### src/rtl/fetch_pkg.sv
// Shared definitions for the instruction fetch stage.
//   - default address / instruction widths
//   - fetch FSM state encoding
//   - fetch_busy(): true while a memory request is outstanding
package fetch_pkg;

  localparam int unsigned FETCH_ADDR_W = 16;
  localparam int unsigned FETCH_INST_W = 16;

  typedef enum logic [1:0] {
    FETCH_IDLE = 2'd0,
    FETCH_WAIT = 2'd1,
    FETCH_DROP = 2'd2
  } fetch_state_e;

  // A request is outstanding in every state except IDLE.
  function automatic logic fetch_busy(input fetch_state_e s);
    return s != FETCH_IDLE;
  endfunction

endpackage

### src/rtl/inst_queue.sv
// Two-entry FIFO of fetched {inst, pc} entries, used by fetch_unit when
// FETCH_PREFETCH_EN is defined.
// Ports:
//   clk, rst          - clock, synchronous active-high reset
//   flush_i           - drop all entries (wins over push/pop)
//   push_i, push_data_i - write one entry
//   pop_i             - remove the head entry
//   valid_o           - FIFO non-empty
//   full_o            - both entries occupied
//   head_o            - oldest entry (driven straight from a register)
module inst_queue #(
  parameter int unsigned DATA_W = 32
) (
  input  logic              clk,
  input  logic              rst,
  input  logic              flush_i,
  input  logic              push_i,
  input  logic [DATA_W-1:0] push_data_i,
  input  logic              pop_i,
  output logic              valid_o,
  output logic              full_o,
  output logic [DATA_W-1:0] head_o
);

  logic [1:0]        cnt_q, cnt_d;
  logic [DATA_W-1:0] head_q, head_d;
  logic [DATA_W-1:0] tail_q, tail_d;
  logic              do_push, do_pop;

  // Shift-style storage: the head slot is always the output register.
  always_comb begin
    cnt_d   = cnt_q;
    head_d  = head_q;
    tail_d  = tail_q;
    do_pop  = pop_i && (cnt_q != 2'd0);
    do_push = push_i && ((cnt_q != 2'd2) || do_pop);
    if (flush_i) begin
      cnt_d = 2'd0;
    end else begin
      case ({do_push, do_pop})
        2'b10: begin
          if (cnt_q == 2'd0) head_d = push_data_i;
          else               tail_d = push_data_i;
          cnt_d = cnt_q + 2'd1;
        end
        2'b01: begin
          head_d = tail_q;
          cnt_d  = cnt_q - 2'd1;
        end
        2'b11: begin
          if (cnt_q == 2'd1) begin
            head_d = push_data_i;
          end else begin
            head_d = tail_q;
            tail_d = push_data_i;
          end
        end
        default: ;
      endcase
    end
  end

  always_ff @(posedge clk) begin
    if (rst) begin
      cnt_q  <= 2'd0;
      head_q <= '0;
      tail_q <= '0;
    end else begin
      cnt_q  <= cnt_d;
      head_q <= head_d;
      tail_q <= tail_d;
    end
  end

  assign valid_o = cnt_q != 2'd0;
  assign full_o  = cnt_q == 2'd2;
  assign head_o  = head_q;

endmodule

### src/rtl/fetch_unit.sv
// Instruction fetch stage. Owns the architectural PC, issues one
// instruction-memory read at a time over req/ack, and hands fetched
// instructions to decode over valid/ready. The PC increment / branch target
// comes from an external PC_Adder through next_pc.
// Build option: FETCH_PREFETCH_EN selects a 2-entry output FIFO
// (inst_queue); otherwise a single output register is used.
// Ports:
//   clk, rst                  - clock, synchronous active-high reset
//   pc / next_pc              - PC register out, PC_Adder result in
//   halt, redirect            - stop new fetches / branch taken this cycle
//   imem_req, imem_addr       - memory request (req decoded from state)
//   imem_ack, imem_rdata      - memory completion and data
//   inst_valid, inst_out, inst_pc, inst_ready - decode handshake
module fetch_unit
  import fetch_pkg::*;
#(
  parameter int unsigned                INST_ADDR_WIDTH = FETCH_ADDR_W,
  parameter int unsigned                INST_WIDTH      = FETCH_INST_W,
  parameter logic [INST_ADDR_WIDTH-1:0] RESET_PC        = '0
) (
  input  logic                       clk,
  input  logic                       rst,
  output logic [INST_ADDR_WIDTH-1:0] pc,
  input  logic [INST_ADDR_WIDTH-1:0] next_pc,
  input  logic                       halt,
  input  logic                       redirect,
  output logic                       imem_req,
  output logic [INST_ADDR_WIDTH-1:0] imem_addr,
  input  logic                       imem_ack,
  input  logic [INST_WIDTH-1:0]      imem_rdata,
  output logic                       inst_valid,
  output logic [INST_WIDTH-1:0]      inst_out,
  output logic [INST_ADDR_WIDTH-1:0] inst_pc,
  input  logic                       inst_ready
);

  fetch_state_e                 state_q, state_d;
  logic [INST_ADDR_WIDTH-1:0]   pc_q, pc_d;
  logic [INST_ADDR_WIDTH-1:0]   addr_q, addr_d;
  logic                         push_c, flush_c, pop_c, space_c;

  assign pop_c = inst_valid && inst_ready;

  // Next-state logic. A redirect flushes the output buffer in every state.
  always_comb begin
    state_d = state_q;
    pc_d    = pc_q;
    addr_d  = addr_q;
    push_c  = 1'b0;
    flush_c = redirect;
    case (state_q)
      FETCH_IDLE: begin
        if (redirect) begin
          pc_d = next_pc;
        end else if (!halt && space_c) begin
          addr_d  = pc_q;
          state_d = FETCH_WAIT;
        end
      end
      FETCH_WAIT: begin
        if (imem_ack) begin
          // Data arriving together with a redirect belongs to the old path.
          pc_d    = next_pc;
          push_c  = !redirect;
          state_d = FETCH_IDLE;
        end else if (redirect) begin
          pc_d    = next_pc;
          state_d = FETCH_DROP;
        end
      end
      FETCH_DROP: begin
        if (redirect) pc_d = next_pc;
        if (imem_ack) state_d = FETCH_IDLE;
      end
      default: state_d = FETCH_IDLE;
    endcase
  end

  always_ff @(posedge clk) begin
    if (rst) begin
      state_q <= FETCH_IDLE;
      pc_q    <= RESET_PC;
      addr_q  <= '0;
    end else begin
      state_q <= state_d;
      pc_q    <= pc_d;
      addr_q  <= addr_d;
    end
  end

  assign pc        = pc_q;
  assign imem_addr = addr_q;
  assign imem_req  = fetch_busy(state_q);

`ifdef FETCH_PREFETCH_EN
  localparam int unsigned EntryW = INST_WIDTH + INST_ADDR_WIDTH;

  logic [EntryW-1:0] head;
  logic              full;

  inst_queue #(
    .DATA_W (EntryW)
  ) u_inst_queue (
    .clk         (clk),
    .rst         (rst),
    .flush_i     (flush_c),
    .push_i      (push_c),
    .push_data_i ({imem_rdata, addr_q}),
    .pop_i       (pop_c),
    .valid_o     (inst_valid),
    .full_o      (full),
    .head_o      (head)
  );

  // An entry leaving this cycle frees a slot for the next issue.
  assign space_c = !full || pop_c;
  assign {inst_out, inst_pc} = head;
`else
  logic                       valid_q, valid_d;
  logic [INST_WIDTH-1:0]      inst_q, inst_d;
  logic [INST_ADDR_WIDTH-1:0] ipc_q, ipc_d;

  // Single output register; a push only ever lands while it is empty.
  always_comb begin
    valid_d = valid_q;
    inst_d  = inst_q;
    ipc_d   = ipc_q;
    if (flush_c) begin
      valid_d = 1'b0;
    end else if (push_c) begin
      valid_d = 1'b1;
      inst_d  = imem_rdata;
      ipc_d   = addr_q;
    end else if (pop_c) begin
      valid_d = 1'b0;
    end
  end

  always_ff @(posedge clk) begin
    if (rst) begin
      valid_q <= 1'b0;
      inst_q  <= '0;
      ipc_q   <= '0;
    end else begin
      valid_q <= valid_d;
      inst_q  <= inst_d;
      ipc_q   <= ipc_d;
    end
  end

  assign space_c    = !valid_q || pop_c;
  assign inst_valid = valid_q;
  assign inst_out   = inst_q;
  assign inst_pc    = ipc_q;
`endif

endmodule

### config.mk
export PLATFORM = sky130hd
export DESIGN_NAME = fetch_unit
export DESIGN_NICKNAME = d
export VERILOG_FILES = /design/src/rtl/fetch_pkg.sv /design/src/rtl/inst_queue.sv /design/src/rtl/fetch_unit.sv
export SDC_FILE = /design/constraint.sdc
export NUM_CORES = 1
export LEC_CHECK = 0
export CAP_MARGIN = 20
export CORE_ASPECT_RATIO = 1.25
export CORE_UTILIZATION = 46
export DETAILED_ROUTE_END_ITERATION = 7
export GPL_TIMING_DRIVEN = 0
export PLACE_DENSITY = 0.88
export SYNTH_ARGS = -nofsm -noshare
export SYNTH_HDL_FRONTEND = slang
export SYNTH_SLANG_ARGS = --single-unit
### constraint.sdc
create_clock -name clk -period 2.5 [get_ports clk]
set_input_delay 0.5 -clock clk [delete_from_list [all_inputs] [get_ports clk]]
set_output_delay 0.5 -clock clk [all_outputs]
set_load 0.03 [all_outputs]
==> reports/metrics.cfg, run 1 <==
[floorplan]
num_io_pins = 104
initial_utilization_pct = 48.14
die_y_um = 86.38
fp.dieArea_um2 = 6003
fp-row-count = 30
die_w_um = 69.50
core_um2 = 5443

[global_routing]
grt_pass1_wl_um = 10430
grt_max_degree = 13
globalRoute.totalOverflow = 0
antenna_found_initial = 0
grt_usage_pct = 22.27
first_global_vias = 2244

[synth]
yosys_warnings = 0
synth_top_area_cell = dfxtp_1
synth-seq-cells = 67
ys_types = 23
synthArstFlopShare_pct = 0
synth.most_common_cell = dfxtp_1
avgSynthCellArea_um2 = 9.357
syn_area_um2 = 2620
synthFlopType = dfxtp_1
synth_edf_count = 0
synth_fp_nets = 318
yosysSeqAreaShare_pct = 51.19
ys_top_cells_by_count = dfxtp_1 (67), nand2_1 (65), nand2b_1 (48), a21oi_1 (34), mux2i_1 (32)
ys_top_cells_by_area = dfxtp_1 (51%), mux2i_1 (12%), nand2b_1 (11%)
yosysTopAreaCellShare_pct = 51.19
syn_inst = 280

[clock_tree]
post_cts.repair.setup_buffers = 0
cts_sinks = 67
cts_resized = 0
clk_pin_slew_worst_paths_ns = 0.07
h-tree-depth = 3
clk_path_buf_depth = 2
tritoncts = built
cts_buffers = 9
postCtsHoldBufs = 0
cts_root_buf = clkbuf_8
clock_latency_ns = 0.34

[sta]
min_period_ns = 2.111
grt_setup_unrepaired = no
fin_skew_ns = 0.009299
fmax_mhz = 473.8
tightest_slew_ns = 0.5266
post-route-period-util_pct = 84.43
setup_tns_ns = 0
relSlewSlack_pct = 64.90
finalHoldViolCount = 0
setup_violations = 0
slew_viol_final = 0

[power]
pwr-share-clk_pct = 41.6
p_int_mw = 1.844
combPwrFrac_pct = 12.5
switching_share_pct = 23.87
power.density_nw_per_um2 = 613.7
leakagePower_nw = 1.447
power_frac_seq_pct = 46.0
power_mw = 2.422
peakVddDrop_v = 0.0004107
net-switching-power_mw = 0.5782

[detailed_routing]
via_per_inst = 4.872
drtPass1Iterations = 4
num_vias = 2251
drt_wl_total_um = 6484
drc = 0
drtIter0Drc = 97
drtAntennaViolNets = 0
post_drt_wl_per_cell_um = 14.03

[finish]
multi_input_area_um2 = 1147
seq_area_um2 = 1341
fin_nets = 431
synthToLayoutAreaGrowth_pct = 50.67
drive_gt1_share_pct = 8.291
diodes = 0
filler_cell_count = 448

[setup_path]
worst_path_dominant_cell_family = buffers and inverters
worstSetupEndpointType = primary output
path_class = reg2out
critPathBufInv = 1
crit_required_ns = 2.00
critPathArrivalTime_ns = 1.61
cp-start-kind = flip-flop
path_cells = or2_1 -> clkdlybuf4s50_1
slowest_delay_ns = 0.66
cpMaxStageDelayCell = clkdlybuf4s50_1
path_max_fanout = 6

[status]
status = finished clean

[place]
globalplace.congestion = 0.7591
dpl.hpwl_um = 4647
io_buffers = 102

[hold_path]
hp-class = reg2reg

[job]
max_cap_viol_count = 0

==> layout by cell type (no fill, tap or decap) <==
cell type / n
clkdlybuf4s50_1: 102
dfxtp_1: 67
nand2_1: 65
nand2b_1: 48
a21oi_1: 34
mux2i_1: 32
clkbuf_8: 10
buf_2: 8
clkbuf_1: 8
buf_4: 3
buf_6: 2
bufinv_16: 2
or2_1: 1
nor2_1: 1
nor2_2: 1
nand2b_4: 1
and3_1: 1
buf_12: 1
nand3_1: 1
nand3b_1: 1
and4bb_1: 1
nand4bb_1: 1
a21oi_4: 1
mux2_2: 1
nor3_1: 1
a211oi_1: 1
clkinvlp_4: 1
inv_6: 1
clkinv_4: 1
==> power by group through the flow <==
stage               Clock [mW]  Sequential, mW  Combinational (mW)
global route              1.08            1.12               0.319
CTS                       1.03            1.11               0.305
detailed placement           0            1.14               0.303
global placement             0            1.14               0.298
floorplan                    0            1.19               0.105
finish                    1.01            1.11               0.302
==> through the flow <==
step                      utilization (%)  cell area, um^2  hold slack, ns  setup slack (ns)  instances
after floorplan                         -             2620          0.5766             1.143        280
after global placement              68.37             3721          0.4411            0.5240        446
after detailed placement            68.37             3721          0.4467            0.4612        446
after CTS                           72.53             3948          0.4560            0.3637        462
after global routing                72.53             3948          0.4769            0.3227        462
final                               72.53             3948          0.4547            0.3892        462
==> path summary, 6_finish.rpt <==
check	to	slack, ns	from	cells after the start
max reg2reg	pc[8]	1.06	state_q[0]	5
min reg2reg	inst_out[3]	0.45	inst_out[3]	2
min	inst_out[3]	0.45	inst_out[3]	2
max	imem_req	0.39	state_q[1]	2
==> layer usage <==
layer,track usage (%),routed length (um),up-vias
met4,8.349,94,0
met1,24.82,2666,1042
met5,0,0,-
met3,6.279,329,8
li1,-,-,1135
met2,40.25,3394,66
==> worst reg2reg max path, delay by kind of cell (launching register included) <==
| family | cells | cell delay [ns] |
|---|---|---|
| compound gates | 2 | 0.43 |
| buf+inv | 2 | 0.40 |
| flops | 1 | 0.31 |
| mux | 1 | 0.23 |
==> registers in the layout (all words and copies together) (netlist names) <==
signal      flops
imem_addr      16
inst_out       16
state_q         2
inst_valid      1
pc             16
inst_pc        16
==> cell families after synthesis <==
kind of cell / share of synthesized area, %
DFF: 51.19
muxes: 12.66
buffers and inverters: 5.014
and+or+nand+nor: 23.73
AOI/OAI and AO/OA: 7.402
==> cell type report <==
| cell class | instances | share of cell area [%] |
|---|---|---|
| multi-input cells | 192 | 29.06 |
| clock buffers | 11 | 3.582 |
| plain buffers | 21 | 3.328 |
| flip-flops and latches | 67 | 33.98 |
| repair buffers | 102 | 25.86 |
| well taps | 64 | 2.029 |
| clock inverters | 5 | 2.155 |
Note: power is estimated with default switching activity, not from simulation.
==> run 2, diff against run 1 <==
--- a/config.mk
+++ b/config.mk
@@ -7,10 +7,10 @@
 export LEC_CHECK = 0
 export CAP_MARGIN = 20
 export CORE_ASPECT_RATIO = 1.25
-export CORE_UTILIZATION = 46
+export CORE_UTILIZATION = 43
 export DETAILED_ROUTE_END_ITERATION = 7
 export GPL_TIMING_DRIVEN = 0
-export PLACE_DENSITY = 0.88
+export PLACE_DENSITY = 0.83
 export SYNTH_ARGS = -nofsm -noshare
 export SYNTH_HDL_FRONTEND = slang
 export SYNTH_SLANG_ARGS = --single-unit
==> constraint.sdc (replaced) <==
create_clock -name clk -period 2.15 [get_ports clk]
set_input_delay 0.43 -clock clk [delete_from_list [all_inputs] [get_ports clk]]
set_output_delay 0.43 -clock clk [all_outputs]
set_load 0.03 [all_outputs]
==> run 2 against run 1 <==
Register-to-register slack lost 0.33 ns. Via count rose by 1.3%. Clock skew down 0.0016 ns. Clock-buffer cell count unchanged. Critical path type unchanged.
==> reports/metrics.cfg, run 2 (synthesis results as in run 1) <==
[status]
status = finished clean

[clock_tree]
clk_pin_slew_worst_paths_ns = 0.06
cts_root_buf = clkbuf_8
h-tree-depth = 3
clk_path_buf_depth = 2
cts_sinks = 67
post_cts.repair.setup_buffers = 0
postCtsHoldBufs = 0
cts_resized = 0
tritoncts = built
cts_buffers = 9
clock_latency_ns = 0.34

[floorplan]
die_y_um = 89.27
die_w_um = 71.82
core_um2 = 5818
num_io_pins = 104
fp-row-count = 31
initial_utilization_pct = 45.03
fp.dieArea_um2 = 6411

[power]
pwr-share-clk_pct = 35.4
combPwrFrac_pct = 13.7
net-switching-power_mw = 0.6287
peakVddDrop_v = 0.0003845
power_frac_seq_pct = 50.9
power.density_nw_per_um2 = 654.2
leakagePower_nw = 1.427
p_int_mw = 1.916
switching_share_pct = 24.70

[sta]
post-route-period-util_pct = 94.58
finalHoldViolCount = 0
relSlewSlack_pct = 63.81
grt_setup_unrepaired = no
fin_skew_ns = 0.007650
fmax_mhz = 491.8
setup_tns_ns = 0
min_period_ns = 2.033
slew_viol_final = 0
setup_violations = 0
tightest_slew_ns = 0.5429

[global_routing]
grt_usage_pct = 20.71
grt_max_degree = 11
first_global_vias = 2125
globalRoute.totalOverflow = 0
grt_pass1_wl_um = 9922
antenna_found_initial = 0

[place]
place_inst = 448
io_buffers = 102
dpl.hpwl_um = 4648
globalplace.congestion = 0.7226

[hold_path]
min_path_cells = 2
hp-class = reg2reg

[setup_path]
crit_required_ns = 1.72
cp-start-kind = flip-flop
ff2ff_path_depth = 5
critPathArrivalTime_ns = 1.60
path_max_fanout = 6
worstSetupEndpointType = primary output
path_class = reg2out

[finish]
drive_gt1_share_pct = 8.081
final_cell_mix = clkdlybuf4s50_1 (102), dfxtp_1 (67), nand2_1 (65), nand2b_1 (48), a21oi_1 (34)
layout_commonest_cell = clkdlybuf4s50_1
fin_cells = 462
fin_nets = 431
synthToLayoutAreaGrowth_pct = 48.47
diodes = 0

[job]
max_cap_viol_count = 0

[detailed_routing]
drtIter0Drc = 63
drtPass1Iterations = 4
num_vias = 2280
drt_wl_total_um = 6340
drc = 0
via_per_inst = 4.935
drtAntennaViolNets = 0
post_drt_wl_per_cell_um = 13.72

==> run 2: power by group through the flow <==
stage          Sequential (mW)  Combinational [mW]  Clock, mW
2_1_floorplan             1.39               0.122          0
5_1_grt                   1.30               0.373      0.981
4_1_cts                   1.30               0.353      0.918
3_5_place_dp              1.32               0.351          0
6_report                  1.30               0.350      0.900
3_3_place_gp              1.32               0.347          0
==> run 2: per-layer routing <==
metal,global-route usage [%],up-vias,wire [um]
li1,-,1139,-
met1,21.71,1057,2595
met2,37.31,73,3208
met3,8.568,11,453
met4,7.487,0,82
met5,0,-,0
==> run 2: critical path: stages (launching register included) <==
cell	delay, ns
dfxtp_1	0.46
or2_1	0.14
clkdlybuf4s50_1	0.66
==> run 2: through the flow <==
stage | setup WS, ns | power (mW) | hold slack (ns) | area [um^2] | utilization, %
after floorplan | 0.8634 | 1.509 | 0.5066 | 2620 | -
after global placement | 0.2341 | 1.669 | 0.4410 | 3724 | 64.00
after detailed placement | 0.1596 | 1.675 | 0.4472 | 3724 | 64.00
after CTS | 0.1002 | 2.566 | 0.4561 | 3890 | 66.86
after global routing | 0.02747 | 2.653 | 0.4692 | 3890 | 66.86
final | 0.1166 | 2.545 | 0.4545 | 3890 | 66.86
==> run 2: path summary, 6_finish.rpt <==
kind	from	slack [ns]	to
worst max-delay path	state_q[1]	0.12	imem_req
worst min-delay path	inst_out[2]	0.45	inst_out[2]
worst max register to register	state_q[0]	0.73	pc[8]
worst min register to register	inst_out[2]	0.45	inst_out[2]
==> run 2: layout make-up <==
type                    count  area, um^2
fillers                   485        1928
flip-flops and latches     67        1341
multi-input cells         192        1147
repair buffers            102        1021
clock buffers              11       151.4
plain buffers              21       131.4
well taps                  66       82.58
clock inverters             3       15.01
